`src/rtl/dcache_port_arbn_pkg.sv`:
```
// dcache_port_arbn_pkg: request codes, arbiter state encoding and index helpers for the D-cache port arbiter
package dcache_port_arbn_pkg;

    // Request codes carried on req_type / cache_request
    typedef enum logic [3:0] {
        C_REQ_NONE     = 4'd0,
        C_REQ_LOAD     = 4'd1,
        C_REQ_STORE    = 4'd2,
        C_REQ_PTW      = 4'd3,
        C_REQ_PREFETCH = 4'd4,
        C_REQ_FLUSH    = 4'd5
    } c_req_e;

    // Arbiter FSM: IDLE picks a winner each cycle, BUSY holds the grant until completion or abort
    typedef enum logic {
        ARB_IDLE = 1'b0,
        ARB_BUSY = 1'b1
    } arb_state_t;

    // Next port index after i, wrapping n-1 back to 0
    function automatic int wrap_inc(input int i, input int n);
        return (i + 1 >= n) ? 0 : i + 1;
    endfunction

endpackage

```
`src/rtl/dcache_port_arbn_if.sv`:
```
// dcache_port_arbn_if: flattened requester bus plus the single cache primary port
interface dcache_port_arbn_if #(
    parameter int NR_PORTS = 3,
    parameter int ADDR_W   = 32,
    parameter int DATA_W   = 32
);
    logic [NR_PORTS-1:0]        req_strobe;
    logic [NR_PORTS*ADDR_W-1:0] req_addr;
    logic [NR_PORTS*4-1:0]      req_type;
    logic [NR_PORTS*2-1:0]      req_size;
    logic [NR_PORTS*DATA_W-1:0] req_wdata;
    logic [NR_PORTS-1:0]        req_valid;
    logic [ADDR_W-1:0]          cache_address;
    logic [3:0]                 cache_request;
    logic [1:0]                 cache_size;
    logic [DATA_W-1:0]          cache_wdata;
    logic                       cache_strobe;
    logic                       cache_stall;
    logic                       cache_valid;

    // Requesters and the cache together
    modport master (
        output req_strobe, req_addr, req_type, req_size, req_wdata, cache_stall, cache_valid,
        input  req_valid, cache_address, cache_request, cache_size, cache_wdata, cache_strobe
    );

    // The arbiter
    modport slave (
        input  req_strobe, req_addr, req_type, req_size, req_wdata, cache_stall, cache_valid,
        output req_valid, cache_address, cache_request, cache_size, cache_wdata, cache_strobe
    );
endinterface

```
`src/rtl/dcache_port_arbn_prio_pick.sv`:
```
// dcache_port_arbn_prio_pick: rotating-priority picker with promotion override, purely combinational
module dcache_port_arbn_prio_pick #(
    parameter int  N  = 3,
    localparam int IW = $clog2(N)
) (
    input  logic [N-1:0]  req,
    input  logic [IW-1:0] start,
    input  logic [N-1:0]  promote,
    output logic [N-1:0]  grant,
    output logic [IW-1:0] idx,
    output logic          any
);
    logic [N-1:0]  rot;
    logic [IW-1:0] off;
    logic [IW-1:0] pidx;
    logic [IW:0]   sum;

    // Rotate so start sits at bit 0, take the first set bit, then rotate the index back; promotion wins outright
    always_comb begin
        rot  = N'({req, req} >> start);
        off  = '0;
        pidx = '0;
        for (int i = N - 1; i >= 0; i--) begin
            if (rot[i]) off = IW'(i);
            if (promote[i]) pidx = IW'(i);
        end
        sum = {1'b0, start} + {1'b0, off};
        if (sum >= (IW+1)'(N)) sum = sum - (IW+1)'(N);
        idx   = (|promote) ? pidx : sum[IW-1:0];
        any   = |req;
        grant = any ? (N'(1) << idx) : '0;
    end
endmodule

```
`src/rtl/dcache_port_arbn.sv`:
```
// dcache_port_arbn: N-port arbiter in front of the D-cache primary port with grant hold and starvation promotion
module dcache_port_arbn
    import dcache_port_arbn_pkg::*;
#(
    parameter int  NR_PORTS  = 3,
    parameter int  ADDR_W    = 32,
    parameter int  DATA_W    = 32,
    parameter int  RR_MODE   = 0,
    parameter int  MAX_WAIT  = 15,
    parameter int  FAST_PORT = 1,
    localparam int IW        = $clog2(NR_PORTS)
) (
    input  logic               clk,
    input  logic               reset,
    dcache_port_arbn_if.slave  bus,
    output logic [IW-1:0]      owner,
    output logic               busy
);
    arb_state_t          state, state_nx;
    logic [IW-1:0]       rr_ptr, pick_idx, sel, start_idx;
    logic [NR_PORTS-1:0] promote, pick_oh, rv;
    logic                pick_any, done, grant, fin;
    logic [ADDR_W-1:0]   addr_a [NR_PORTS];
    logic [3:0]          type_a [NR_PORTS];
    logic [1:0]          size_a [NR_PORTS];
    logic [DATA_W-1:0]   wdata_a [NR_PORTS];

    for (genvar i = 0; i < NR_PORTS; i++) begin : g_port
        logic [7:0] cnt;
        assign addr_a[i]  = bus.req_addr[i*ADDR_W +: ADDR_W];
        assign type_a[i]  = bus.req_type[i*4 +: 4];
        assign size_a[i]  = bus.req_size[i*2 +: 2];
        assign wdata_a[i] = bus.req_wdata[i*DATA_W +: DATA_W];
        assign promote[i] = (RR_MODE == 0) && bus.req_strobe[i] && (cnt == 8'(MAX_WAIT));
        // Count grants lost while pending; cleared when this port wins or stops requesting
        always_ff @(posedge clk or negedge reset)
            if (!reset) cnt <= '0;
            else if (RR_MODE != 0 || !bus.req_strobe[i] || (grant && pick_idx == IW'(i))) cnt <= '0;
            else if (grant && cnt != 8'(MAX_WAIT)) cnt <= cnt + 8'd1;
    end

    assign start_idx = (RR_MODE != 0) ? rr_ptr : '0;

    dcache_port_arbn_prio_pick #(.N(NR_PORTS)) u_pick (
        .req     (bus.req_strobe),
        .start   (start_idx),
        .promote (promote),
        .grant   (pick_oh),
        .idx     (pick_idx),
        .any     (pick_any)
    );

    assign done  = bus.cache_valid && !bus.cache_stall;
    assign grant = (state == ARB_IDLE) && pick_any;
    assign busy  = (state == ARB_BUSY);
    assign sel   = busy ? owner : pick_any ? pick_idx : IW'(FAST_PORT);

    // Completion pulse goes to the owner only while it still strobes; idle completion goes to the fresh winner
    always_comb begin
        rv = '0;
        if (reset && done) rv = busy ? (bus.req_strobe[owner] ? NR_PORTS'(1) << owner : '0) : pick_oh;
    end

    assign fin                = |rv;
    assign bus.req_valid      = rv;
    assign bus.cache_strobe   = reset && (busy ? bus.req_strobe[owner] : pick_any);
    assign bus.cache_address  = reset ? addr_a[sel] : addr_a[FAST_PORT];
    assign bus.cache_request  = reset ? type_a[sel] : '0;
    assign bus.cache_size     = reset ? size_a[sel] : '0;
    assign bus.cache_wdata    = reset ? wdata_a[sel] : '0;

    // Next state: a grant without same-cycle completion locks the port; completion or abort releases it
    always_comb begin
        state_nx = state;
        if (state == ARB_IDLE) state_nx = (pick_any && !done) ? ARB_BUSY : ARB_IDLE;
        else state_nx = (!bus.req_strobe[owner] || done) ? ARB_IDLE : ARB_BUSY;
    end

    // FSM state register
    always_ff @(posedge clk or negedge reset)
        if (!reset) state <= ARB_IDLE;
        else state <= state_nx;

    // Latch every winner; in round-robin mode move the search start past whoever just completed
    always_ff @(posedge clk or negedge reset)
        if (!reset) begin
            owner  <= '0;
            rr_ptr <= '0;
        end else begin
            if (grant) owner <= pick_idx;
            if (RR_MODE != 0 && fin) rr_ptr <= IW'(wrap_inc(int'(sel), NR_PORTS));
        end
endmodule

```
`src/flat_wrapper.sv`:
```
// flat-port wrapper written by rule: the top's interface ports become plain ports
module dcache_port_arbn_flat import dcache_port_arbn_pkg::*;
#(
    parameter int  NR_PORTS  = 3,
    parameter int  ADDR_W    = 32,
    parameter int  DATA_W    = 32,
    parameter int  RR_MODE   = 0,
    parameter int  MAX_WAIT  = 15,
    parameter int  FAST_PORT = 1,
    localparam int IW        = $clog2(NR_PORTS)
)
  (clk, reset, owner, busy, bus_req_strobe, bus_req_addr, bus_req_type, bus_req_size, bus_req_wdata, bus_cache_stall, bus_cache_valid, bus_req_valid, bus_cache_address, bus_cache_request, bus_cache_size, bus_cache_wdata, bus_cache_strobe);
  dcache_port_arbn_if #(.NR_PORTS(NR_PORTS), .ADDR_W(ADDR_W), .DATA_W(DATA_W)) bus_i ();
  input  logic clk;
  input  logic reset;
  output logic [IW-1:0] owner;
  output logic busy;
  input wire logic [$bits(bus_i.req_strobe)-1:0] bus_req_strobe;
  input wire logic [$bits(bus_i.req_addr)-1:0] bus_req_addr;
  input wire logic [$bits(bus_i.req_type)-1:0] bus_req_type;
  input wire logic [$bits(bus_i.req_size)-1:0] bus_req_size;
  input wire logic [$bits(bus_i.req_wdata)-1:0] bus_req_wdata;
  input wire logic [$bits(bus_i.cache_stall)-1:0] bus_cache_stall;
  input wire logic [$bits(bus_i.cache_valid)-1:0] bus_cache_valid;
  output wire logic [$bits(bus_i.req_valid)-1:0] bus_req_valid;
  output wire logic [$bits(bus_i.cache_address)-1:0] bus_cache_address;
  output wire logic [$bits(bus_i.cache_request)-1:0] bus_cache_request;
  output wire logic [$bits(bus_i.cache_size)-1:0] bus_cache_size;
  output wire logic [$bits(bus_i.cache_wdata)-1:0] bus_cache_wdata;
  output wire logic [$bits(bus_i.cache_strobe)-1:0] bus_cache_strobe;
  assign bus_i.req_strobe = bus_req_strobe;
  assign bus_i.req_addr = bus_req_addr;
  assign bus_i.req_type = bus_req_type;
  assign bus_i.req_size = bus_req_size;
  assign bus_i.req_wdata = bus_req_wdata;
  assign bus_i.cache_stall = bus_cache_stall;
  assign bus_i.cache_valid = bus_cache_valid;
  assign bus_req_valid = bus_i.req_valid;
  assign bus_cache_address = bus_i.cache_address;
  assign bus_cache_request = bus_i.cache_request;
  assign bus_cache_size = bus_i.cache_size;
  assign bus_cache_wdata = bus_i.cache_wdata;
  assign bus_cache_strobe = bus_i.cache_strobe;
  dcache_port_arbn #(.NR_PORTS(NR_PORTS), .ADDR_W(ADDR_W), .DATA_W(DATA_W), .RR_MODE(RR_MODE), .MAX_WAIT(MAX_WAIT), .FAST_PORT(FAST_PORT)) u_core (.clk(clk), .reset(reset), .bus(bus_i), .owner(owner), .busy(busy));
endmodule
```
`config.mk`:
```
export PLATFORM = sky130hd
export DESIGN_NAME = dcache_port_arbn_flat
export DESIGN_NICKNAME = d
export VERILOG_FILES = /design/src/rtl/dcache_port_arbn_pkg.sv /design/src/rtl/dcache_port_arbn_if.sv /design/src/rtl/dcache_port_arbn_prio_pick.sv /design/src/rtl/dcache_port_arbn.sv /design/src/flat_wrapper.sv
export SDC_FILE = /design/constraint.sdc
export NUM_CORES = 1
export LEC_CHECK = 0
export CAP_MARGIN = 40
export CORE_MARGIN = 1
export CORE_UTILIZATION = 29
export DETAILED_ROUTE_END_ITERATION = 10
export PLACE_DENSITY = 0.82
export SYNTH_ARGS = -nofsm -noshare
export SYNTH_HDL_FRONTEND = slang
export SYNTH_HIERARCHICAL = 1
export SYNTH_SLANG_ARGS = --single-unit
```
`constraint.sdc`:
```
create_clock -name clk -period 15.55 [get_ports clk]
set_input_delay 3.8875 -clock clk [delete_from_list [all_inputs] [get_ports clk]]
set_output_delay 3.8875 -clock clk [all_outputs]
set_load 0.005 [all_outputs]
```
# After elaboration in Yosys (flattened, before gate mapping)
# Index checks and enable logic that the tools add are counted.
# word_totals
latch_bits	0
mem_bits_ro	0
ff_bits	27
n_memories	0
in_bits	217
elab_cells	96
out_inout_bits	77
ram_bits	0
# op_classes
mul	0
mux	42
add_sub_neg	4
bitwise	2
reduce_logical	30
n_lt_le_gt_ge	3
n_shift	2
eq_ne	8
n_div	0
# ops
cell	n
32-bit 2-to-1 mux	6
32-bit binary-select mux with 2-bit select	2
8-bit 2-to-1 mux	6
2-bit 2-to-1 mux	13
8-bit by 1-bit adder with 8-bit output, second input constant	3
8-bit by 4-bit == test with 1-bit output, second input constant	3
8-bit by 4-bit inequality test with 1-bit output, second input constant	3
1-bit logical AND	14
3-bit 2-to-1 mux	4
4-bit 2-to-1 mux	3
4-bit binary-select mux with 2-bit select	1
1-bit logical NOT	6
2-bit nonzero test	3
3-bit OR reduction	2
1-bit by 2-bit << shifter with 3-bit output, first input constant	2
1-bit 2-to-1 mux	5
2-bit binary-select mux with 2-bit select	1
1-bit logical OR	4
3-bit >= comparator, second input constant	1
2-bit by 3-bit < comparator with 1-bit output, second input constant	1
2-bit inverter with 3-bit output	1
1-bit binary-select mux with 2-bit select	1
2-bit by 1-bit == test with 1-bit output, second input constant	1
2-bit == test, second input constant	1
other kinds (4)	4

# Depth between registers and ports, before layout
# Gate-level depths: netlist of run 1.
# logic_depth
depth_word	13
ltp_mapped	17
depth_no_buf	15

# By module
# The synthesis of run 1 kept the hierarchy.
# modules_own_cells
module	n_inst	area_each_um2	cells_per_inst	seq_area_each_um2
dcache_port_arbn	1	3321.9	457	675.6
dcache_port_arbn_prio_pick	1	265.3	36	0.0

# Worst setup path after synthesis of run 1
# No wires, ideal clock.
# synth_timing
path_type	input to output
startpoint	in bus_req_strobe[1]
endpoint	out bus_cache_wdata[10]
stages	12
slack_ns	4.921
required_ns	11.663
t_arrival_ns	6.741
path_buffers	1
path_cell_list	nor2b_1 > a221o_1 > ha_1 > ha_1 > nor3b_1 > o21ai_0 > nor3_1 > nand3b_1 > nand2_2 > buf_2 > mux2i_1 > o22ai_2
# synth_via
elab_chain_cells	12
word_cells_on_any_way	18
classes_between	add/sub (1); order compare (1); mux (12); bitwise (1); reduce/logical (3)
# synth_lines
element	line_no	source
start: declaration	flat_wrapper.sv:18	input wire logic [$bits(bus_i.req_strobe)-1:0] bus_req_strobe;
2-bit 2-to-1 mux (2 in a row)	dcache_port_arbn_prio_pick.sv:24	if (rot[i]) off = IW'(i);
2-bit subtractor / 2-bit >= comparator (equally long branches)	dcache_port_arbn_prio_pick.sv:28	if (sum >= (IW+1)'(N)) sum = sum - (IW+1)'(N);
2-bit 2-to-1 mux	dcache_port_arbn_prio_pick.sv:28	
2-bit 2-to-1 mux *	dcache_port_arbn_prio_pick.sv:29	idx = (|promote) ? pidx : sum[IW-1:0];
net u_core.pick_idx[1]	dcache_port_arbn.sv:20	logic [IW-1:0] rr_ptr, pick_idx, sel, start_idx;
2-bit 2-to-1 mux * (2 in a row)	dcache_port_arbn.sv:56	assign sel = busy ? owner : pick_any ? pick_idx : IW'(FAST_PORT);
2-bit inverter with 3-bit output (implied by the code) *	dcache_port_arbn.sv:70	assign bus.cache_wdata = reset ? wdata_a[sel] : '0;
32-bit binary-select mux with 2-bit select *	dcache_port_arbn.sv:70	
32-bit 2-to-1 mux (implied by the code) * (2 in a row)	dcache_port_arbn.sv:70	
32-bit 2-to-1 mux *	dcache_port_arbn.sv:70	
end: declaration	flat_wrapper.sv:29	output wire logic [$bits(bus_i.cache_wdata)-1:0] bus_cache_wdata;
# Mark *: on every way through the listed nets, which the timed path passes. The rest lies on a longest branch. The select of a mux whose other input is x is not followed.

# Final worst setup path of run 1
# layout_timing
startpoint	in bus_req_strobe[1]
endpoint	out bus_cache_address[21]
# layout_via
elab_chain_cells	12
word_cells_on_any_way	18
classes_between	add/sub (1); order compare (1); mux (12); bitwise (1); reduce/logical (3)
# layout_lines
element	line_no	source
2-bit 2-to-1 mux (2 in a row)	dcache_port_arbn_prio_pick.sv:24	
2-bit subtractor / 2-bit >= comparator (equally long branches)	dcache_port_arbn_prio_pick.sv:28	
2-bit 2-to-1 mux	dcache_port_arbn_prio_pick.sv:28	
2-bit 2-to-1 mux *	dcache_port_arbn_prio_pick.sv:29	
net u_core.pick_idx[1]	dcache_port_arbn.sv:20	
2-bit 2-to-1 mux * (2 in a row)	dcache_port_arbn.sv:56	
2-bit inverter with 3-bit output (implied by the code) *	dcache_port_arbn.sv:67	assign bus.cache_address = reset ? addr_a[sel] : addr_a[FAST_PORT];
32-bit binary-select mux with 2-bit select *	dcache_port_arbn.sv:67	
32-bit 2-to-1 mux (implied by the code) * (2 in a row)	dcache_port_arbn.sv:67	
32-bit 2-to-1 mux *	dcache_port_arbn.sv:67	
end: declaration	flat_wrapper.sv:26	output wire logic [$bits(bus_i.cache_address)-1:0] bus_cache_address;
# Marked as above.

==> results of run 1 <==
## state kept, by name (all words and copies together) (netlist names)
register and cells:
u_core/g_port.cnt 24, u_core/owner 2, u_core/busy 1
## kinds of logic (layout without fill, tap and decap cells)
kind of cell / after synthesis / after routing
buffers and inverters: 50 / 318
adders and majority gates: 6 / 6
xor gates and xnor gates: 15 / 15
DFF: 27 / 27
other: 1 / 9
muxes: 55 / 55
AOI/OAI and AO/OA: 124 / 124
and+or+nand+nor: 215 / 215
## power by group
part           switching (uW)  internal, uW  total (uW)
logic                     302           333         635
registers                18.6          80.5        99.1
clock network            22.1          35.0        57.1
## worst register-to-register path, stage by stage (launching register included)
cell	delay, ps
dfrtp_1	430
or4_4	580
nor3_1	640
inv_1	90
o21ai_0	560
nand2_1	140
o31ai_2	610
nor2_1	90
mux2_4	280
## cells in the mapped netlist (all sizes together), types with 8 or more instances
cell type / instances / share of area, %
nor3: 10 / 1.4
o21ai: 59 / 8.9
nand2: 90 / 9.5
nor2b: 8 / 1.6
clkbuf: 15 / 1.6
o22ai: 18 / 4.9
nor2: 27 / 3.0
a31oi: 22 / 3.8
inv: 12 / 1.3
dfrtp: 27 / 19
mux2i: 53 / 15
and3: 23 / 4.0
nand3: 25 / 3.5
buf: 23 / 3.6
xnor2: 10 / 2.4
## placed cells by master (no fill, tap or decap), types with 3 or more instances in the layout
cell,synthesis,final
a21oi_1,7,7
a31oi_1,22,22
and3_1,23,23
buf_4,5,7
clkbuf_16,0,3
clkdlybuf4s50_1,0,292
conb_1,1,9
dfrtp_1,27,27
ha_1,5,5
inv_1,12,12
mux2i_1,53,53
nand2_1,89,88
nand3_1,25,25
nand3b_1,3,3
nor2_1,25,25
nor2b_1,7,7
nor3_1,10,10
nor4_1,5,5
o21ai_0,51,51
o21ai_1,6,6
o22ai_1,8,8
o22ai_2,10,10
or3_1,5,5
xnor2_1,10,10
xor2_1,5,5
## metal layers
metal  wire length, um  vias to the layer above  track usage [%]
met2              8214                      188            44.83
met5                13                        -                0
met1              6599                     2198            29.79
met3              1067                       18            3.749
li1                  -                     2336                -
met4               212                        2            4.123
## stage by stage
| stage | setup WS, ps | std cells |
|---|---|---|
| final | 2492 | 916 |
| after global routing | 2220 | 916 |
| after CTS | 2580 | 916 |
| after detailed placement | 2574 | 912 |
| after global placement | 2658 | 909 |
| after floorplan | 4921 | 501 |
## area by class of cell
cell class	instances	share of cell area, %
Timing Repair Buffer	302	44.98
Multi-Input combinational cell	424	40.44
Sequential cell	27	10.01
Tap cell	147	2.726
Clock buffer	4	1.168
Inverter	12	0.6675
## final timing paths
path / start / slack, ps / endpoint / cells after the start
setup / recovery: bus_req_strobe[1] / 2490 / bus_cache_address[21] / 15
setup reg to reg: u_core/g_port[1].cnt[4] / 12040 / u_core/g_port[1].cnt[3] / 8
max in group asynchronous: reset / 11230 / u_core/g_port[2].cnt[0] / 2
min in group asynchronous: reset / 3820 / u_core/g_port[0].cnt[1] / 2
hold / removal: u_core/g_port[0].cnt[7] / 560 / u_core/g_port[0].cnt[7] / 2
hold reg to reg: u_core/g_port[0].cnt[7] / 560 / u_core/g_port[0].cnt[7] / 2
==> summary.md, run 1 <==
| Metric | Value |
|---|---|
| Status | `finished clean` |
| GPL Wtd Cong | `0.9399` |
| Compound-Gate Fraction of Synth Area | `23.37%` |
| Slew margin rel. | `42.63%` |
| Tmin final | `13060 ps` |
| Clock Skew | `4.743 ps` |
| Final ANT Viol Nets | `0` |
| # IOs | `294` |
| Worst Setup End Kind | `output port` |
| Later-pin clock latency in the skew report | `260 ps` |
| Htree depth | `1` |
| Synth Area in XOR/XNOR | `3.662%` |
| # nets final | `993` |
| Simple-gate portion of the synthesized area | `29.68%` |
| RSZ-0062 raised after global routing | `false` |
| Max Slew Vio Count | `0` |
| Area delta synth->final | `88.11%` |
| CP delay by family, top | `buffers and inverters` |
| Worst slew pin tran | `851.2 ps` |
| Root Driver | `clkbuf_16` |
| Diodes inserted | `0` |
| Hold Buf Count CTS | `0` |
| CP max-delay cell | `buf_4` |
| Max-Cap Viols | `0` |
| Area of the multi-input gates | `0.002729 mm2` |
| FFs w/ async S/R, synth | `100.0%` |
| Cells after Synth | `493` |
| Largest family of logic cells by synthesized area | `simple AND/OR/NAND/NOR gates` |
| Synth warnings | `6` |
| EDFF count, synth | `0` |
| Largest net degree at the start of global routing | `69` |
| Final core occ | `56.18%` |
| Die area | `0.01282 mm2` |
| Yosys reg bits | `27` |
| Core ar. | `0.01201 mm2` |
| Post-synthesis mux area share | `15.63%` |
| Sequential fraction of the synthesis area | `18.84%` |
| Final instance area | `0.006748 mm2` |
| Placed inst area | `0.006669 mm2` |
| Die height | `113.2 um` |
| Post-CTS sizing | `0` |
| Setup TNS | `0 ps` |
| Via/cell ratio | `5.177` |
| Max Freq | `0.07658 GHz` |
| PwrDens | `117.3 mW/mm2` |
| CP bufs+invs | `4` |
| Top FF cell, synth | `dfrtp_1` |
| Final hold violations | `0` |
| Crit-path max cell delay | `690 ps` |
| Critical path cell sequence | `clkdlybuf4s50_1, nor2b_1, a221o_1, ha_1, ha_1, nor3b_1, o21ai_0, nor3_1, nand3b_1, buf_4, nand2_4, buf_4, mux2i_1, o21ai_0, clkdlybuf4s50_1` |
| Via count | `4742` |
| Clock transition at path regs | `60 ps` |
| Starting density of the core | `29.86%` |
| Maximum VDD drop | `81.44 uV` |
| Mapped cell area | `0.003587 mm2` |
| Crit path launch type | `primary input` |
| CP required | `11660 ps` |
| Core Rows | `40` |
| Post-synth cell types | `61` |
| HPWL Detailed | `12920 um` |
| Number of fillers in the final layout | `1114` |
| Worst Path Max Fanout | `49` |
| Final period util | `83.97%` |
| WL/cell | `17.58 um` |
| Drt drc | `0` |
| Final setup viols | `0` |
| Initial antenna violation count | `1` |
| Reg area | `675.6 um2` |
| Gr ovfl total | `0` |
| Share of post-route cells with drive strength above 1 | `5.202%` |
| First-pass GRT wire length | `24360 um` |
| CTS max path bufs | `2` |
| CP Class | `primary input to output port` |
| CTS Buf Count | `3` |
| Avg Cell Area, Syn | `7.276 um2` |
| CTS tree | `done` |
| Post-CTS Setup Inserts | `0` |
| DRT Pass-1 Iters | `5` |
| Sinks on Clock Net | `27` |
| Synth Area in Adders | `2.302%` |
| Final Total Pwr | `791.3 uW` |
| PortBufs | `293` |
| Worst Hold Slack | `559.7 ps` |
| Initial DRC Count | `386` |
| Pleak | `0.002716 uW` |
| Number of global-route vias before repair | `4491` |
| Chip width | `113.2 um` |
| Total track usage | `24.22%` |
| Worst Hold Class | `flip-flop to flip-flop` |
| WL final | `16110 um` |
| Worst endpoint data arrival time | `9170 ps` |
Note: power is estimated with default switching activity, not from simulation.
==> run 2, diff against run 1 <==
--- a/config.mk
+++ b/config.mk
@@ -9,7 +9,7 @@
 export CORE_MARGIN = 1
 export CORE_UTILIZATION = 29
 export DETAILED_ROUTE_END_ITERATION = 10
-export PLACE_DENSITY = 0.82
+export PLACE_DENSITY = 0.85
 export SYNTH_ARGS = -nofsm -noshare
 export SYNTH_HDL_FRONTEND = slang
 export SYNTH_HIERARCHICAL = 1
==> constraint.sdc (replaced) <==
create_clock -name clk -period 11.1 [get_ports clk]
set_input_delay 2.775 -clock clk [delete_from_list [all_inputs] [get_ports clk]]
set_output_delay 2.775 -clock clk [all_outputs]
set_load 0.005 [all_outputs]
==> run 2 against run 1 <==
Compared with the run above: first-iteration DRC count down 30%; global-route usage down 0.58 points; non-clock buffer count rose by 1; critical path depth stayed put; largest cell class unchanged; highest routed layer is now met4; combinational power up 38%; cell count up 0.22%; worst setup slack got worse by 1800 ps.
==> summary.md, run 2 (synthesized netlist as in run 1, its figures left out) <==
| Metric | Value |
|---|---|
| Maximum VDD drop | `115.3 uV (+42%)` |
| Gr ovfl total | `0 (unchanged)` |
| Tmin final | `10380 ps` |
| Most common cell after layout, fill and taps aside | `clkdlybuf4s50_1` |
| Die area | `0.01282 mm2 (unchanged)` |
| Crit path launch type | `primary input` |
| WL final | `16200 um (+0.58%)` |
| Final hold violations | `0 (unchanged)` |
| Pre-CTS WS | `791.4 ps (-1782 ps)` |
| Post-route insts no fill | `918 (+0.22%)` |
| Dpl cells | `913 (+0.11%)` |
| Via/cell ratio | `5.216 (+0.75%)` |
| Core Rows | `40 (unchanged)` |
| Largest net degree at the start of global routing | `71 (+2.9%)` |
| Core ar. | `0.01201 mm2 (unchanged)` |
| Share of post-route cells with drive strength above 1 | `5.325% (+0.12 points)` |
| Starting density of the core | `29.86% (unchanged)` |
| WL/cell | `17.65 um (+0.36%)` |
| CTS tree | `done` |
| HP Start | `u_core/g_port[0].cnt[7]` |
| Final core occ | `56.03% (-0.15 points)` |
| PwrDens | `162.4 mW/mm2 (+38%)` |
| Post-CTS sizing | `0 (unchanged)` |
| Final period util | `93.50%` |
| HPWL Detailed | `13030 um (+0.79%)` |
| Worst Hold Class | `flip-flop to flip-flop` |
| Pleak | `0.002707 uW (-0.32%)` |
| Max Slew Vio Count | `0 (unchanged)` |
| Max-Cap Viols | `0 (unchanged)` |
| Clock transition at path regs | `60 ps (about the same)` |
| CP required | `8330 ps (-3330 ps)` |
| Chip width | `113.2 um (unchanged)` |
| # nets final | `994 (+0.10%)` |
| Worst slew pin tran | `777.1 ps (-74.16 ps)` |
| Total track usage | `23.64% (-0.58 points)` |
| Reg with most FFs | `u_core/g_port.cnt` |
| Area delta synth->final | `87.62%` |
| Max Freq | `0.09635 GHz` |
| # IOs | `294 (unchanged)` |
| Number of global-route vias before repair | `4416 (-1.7%)` |
| Slew margin rel. | `48.01% (+5.4 points)` |
| Worst endpoint data arrival time | `7600 ps (-1570 ps)` |
| Status | `finished clean` |
| Root Driver | `clkbuf_16` |
| Hold Buf Count CTS | `0 (unchanged)` |
| Clock Skew | `6.226 ps (+1.483 ps)` |
| GPL Wtd Cong | `0.8559 (-8.9%)` |
| Drt drc | `0 (unchanged)` |
| CTS Buf Count | `3 (unchanged)` |
| RSZ-0062 raised after global routing | `false` |
| Worst Setup End Kind | `output port` |
| Post-CTS Setup Inserts | `0 (unchanged)` |
| Worst setup path startpoint | `bus_req_strobe[1]` |
| Most frequent cells in the layout | `clkdlybuf4s50_1 (292), nand2_1 (88), mux2i_1 (53), o21ai_0 (51), dfrtp_1 (27)` |
| Initial antenna violation count | `1 (unchanged)` |
| Later-pin clock latency in the skew report | `260 ps (about the same)` |
| Die height | `113.2 um (unchanged)` |
| Htree depth | `1 (unchanged)` |
| DRT Pass-1 Iters | `5 (unchanged)` |
| PortBufs | `293 (unchanged)` |
| Final setup viols | `0 (unchanged)` |
| Flip-flop count of the largest register after layout | `24 (unchanged)` |
| CTS max path bufs | `2 (unchanged)` |
| Initial DRC Count | `271 (-30%)` |
| Via count | `4788 (+0.97%)` |
| Worst Path Max Fanout | `70 (+43%)` |
| Post-route setup slack | `721.3 ps (-1771 ps)` |
| Final ANT Viol Nets | `0 (unchanged)` |
| CP Class | `primary input to output port` |
| First-pass GRT wire length | `23780 um (-2.4%)` |
| Setup TNS | `0 ps (unchanged)` |
| RR Startpoint | `u_core/g_port[1].cnt[4]` |
| Sinks on Clock Net | `27 (unchanged)` |
| Number of fillers in the final layout | `1128 (+1.3%)` |
==> run 2: changes by cell type in the layout (fill, tap and decap cells not counted) <==
| cell | delta |
|---|---|
| buf_12 | +1 |
| buf_16 | -2 |
| buf_4 | +2 |
| diode_2 | +1 |
==> run 2: critical path: stages <==
cell and delay (ps):
clkdlybuf4s50_1 530, nor2b_1 210, a221o_1 330, ha_1 320, ha_1 220, nor3b_1 480
o21ai_0 170, nor3_1 500, nand3b_1 130, buf_4 280, nand2_4 130, buf_12 380
mux2i_1 170, o21ai_0 350, clkdlybuf4s50_1 580
==> run 2: cell type report <==
type | instances | area, um2 | share of cell area (%)
diodes | 1 | 2.502 | 0.03718
clock buffers | 4 | 78.83 | 1.171
repair buffers | 303 | 3015 | 44.80
inverters | 12 | 45.04 | 0.6693
flip-flops and latches | 27 | 675.6 | 10.04
well taps | 147 | 183.9 | 2.733
multi-input cells | 424 | 2729 | 40.55
==> run 2: per-layer routing <==
metal / GRT usage, % / up-vias / wire length [um]
li1: - / 2341 / -
met4: 7.544 / 0 / 410
met5: 0 / - / 0
met3: 4.124 / 30 / 1034
met1: 27.85 / 2236 / 6377
met2: 43.27 / 181 / 8379
==> run 2: worst paths after layout <==
path | end | slack, ps | cells past startpoint
worst max-delay path | bus_cache_address[9] | 720 | 15
max in group asynchronous | u_core/owner[0] | 7930 | 2
min in group asynchronous | u_core/g_port[0].cnt[1] | 2670 | 2
worst max register to register | u_core/g_port[1].cnt[3] | 7530 | 8
worst min register to register | u_core/g_port[0].cnt[7] | 560 | 2
worst min-delay path | u_core/g_port[0].cnt[7] | 560 | 2
==> run 2: metrics by stage <==
stage                     total power (uW)  cell area (um2)  hold WS [ps]
after CTS                             1094             6728         567.3
after global placement               997.5             6641         535.5
after floorplan                      613.9             3617         511.2
after detailed placement              1011             6649         553.4
final                                 1093             6730         560.9
after global routing                  1168             6730         598.6
==> run 2: report_power, final <==
| group | internal (uW) | total [uW] | switching (uW) |
|---|---|---|---|
| combinational | 456 | 875 | 419 |
| clock | 49.1 | 79.7 | 30.7 |
| sequential | 113 | 138 | 25.4 |
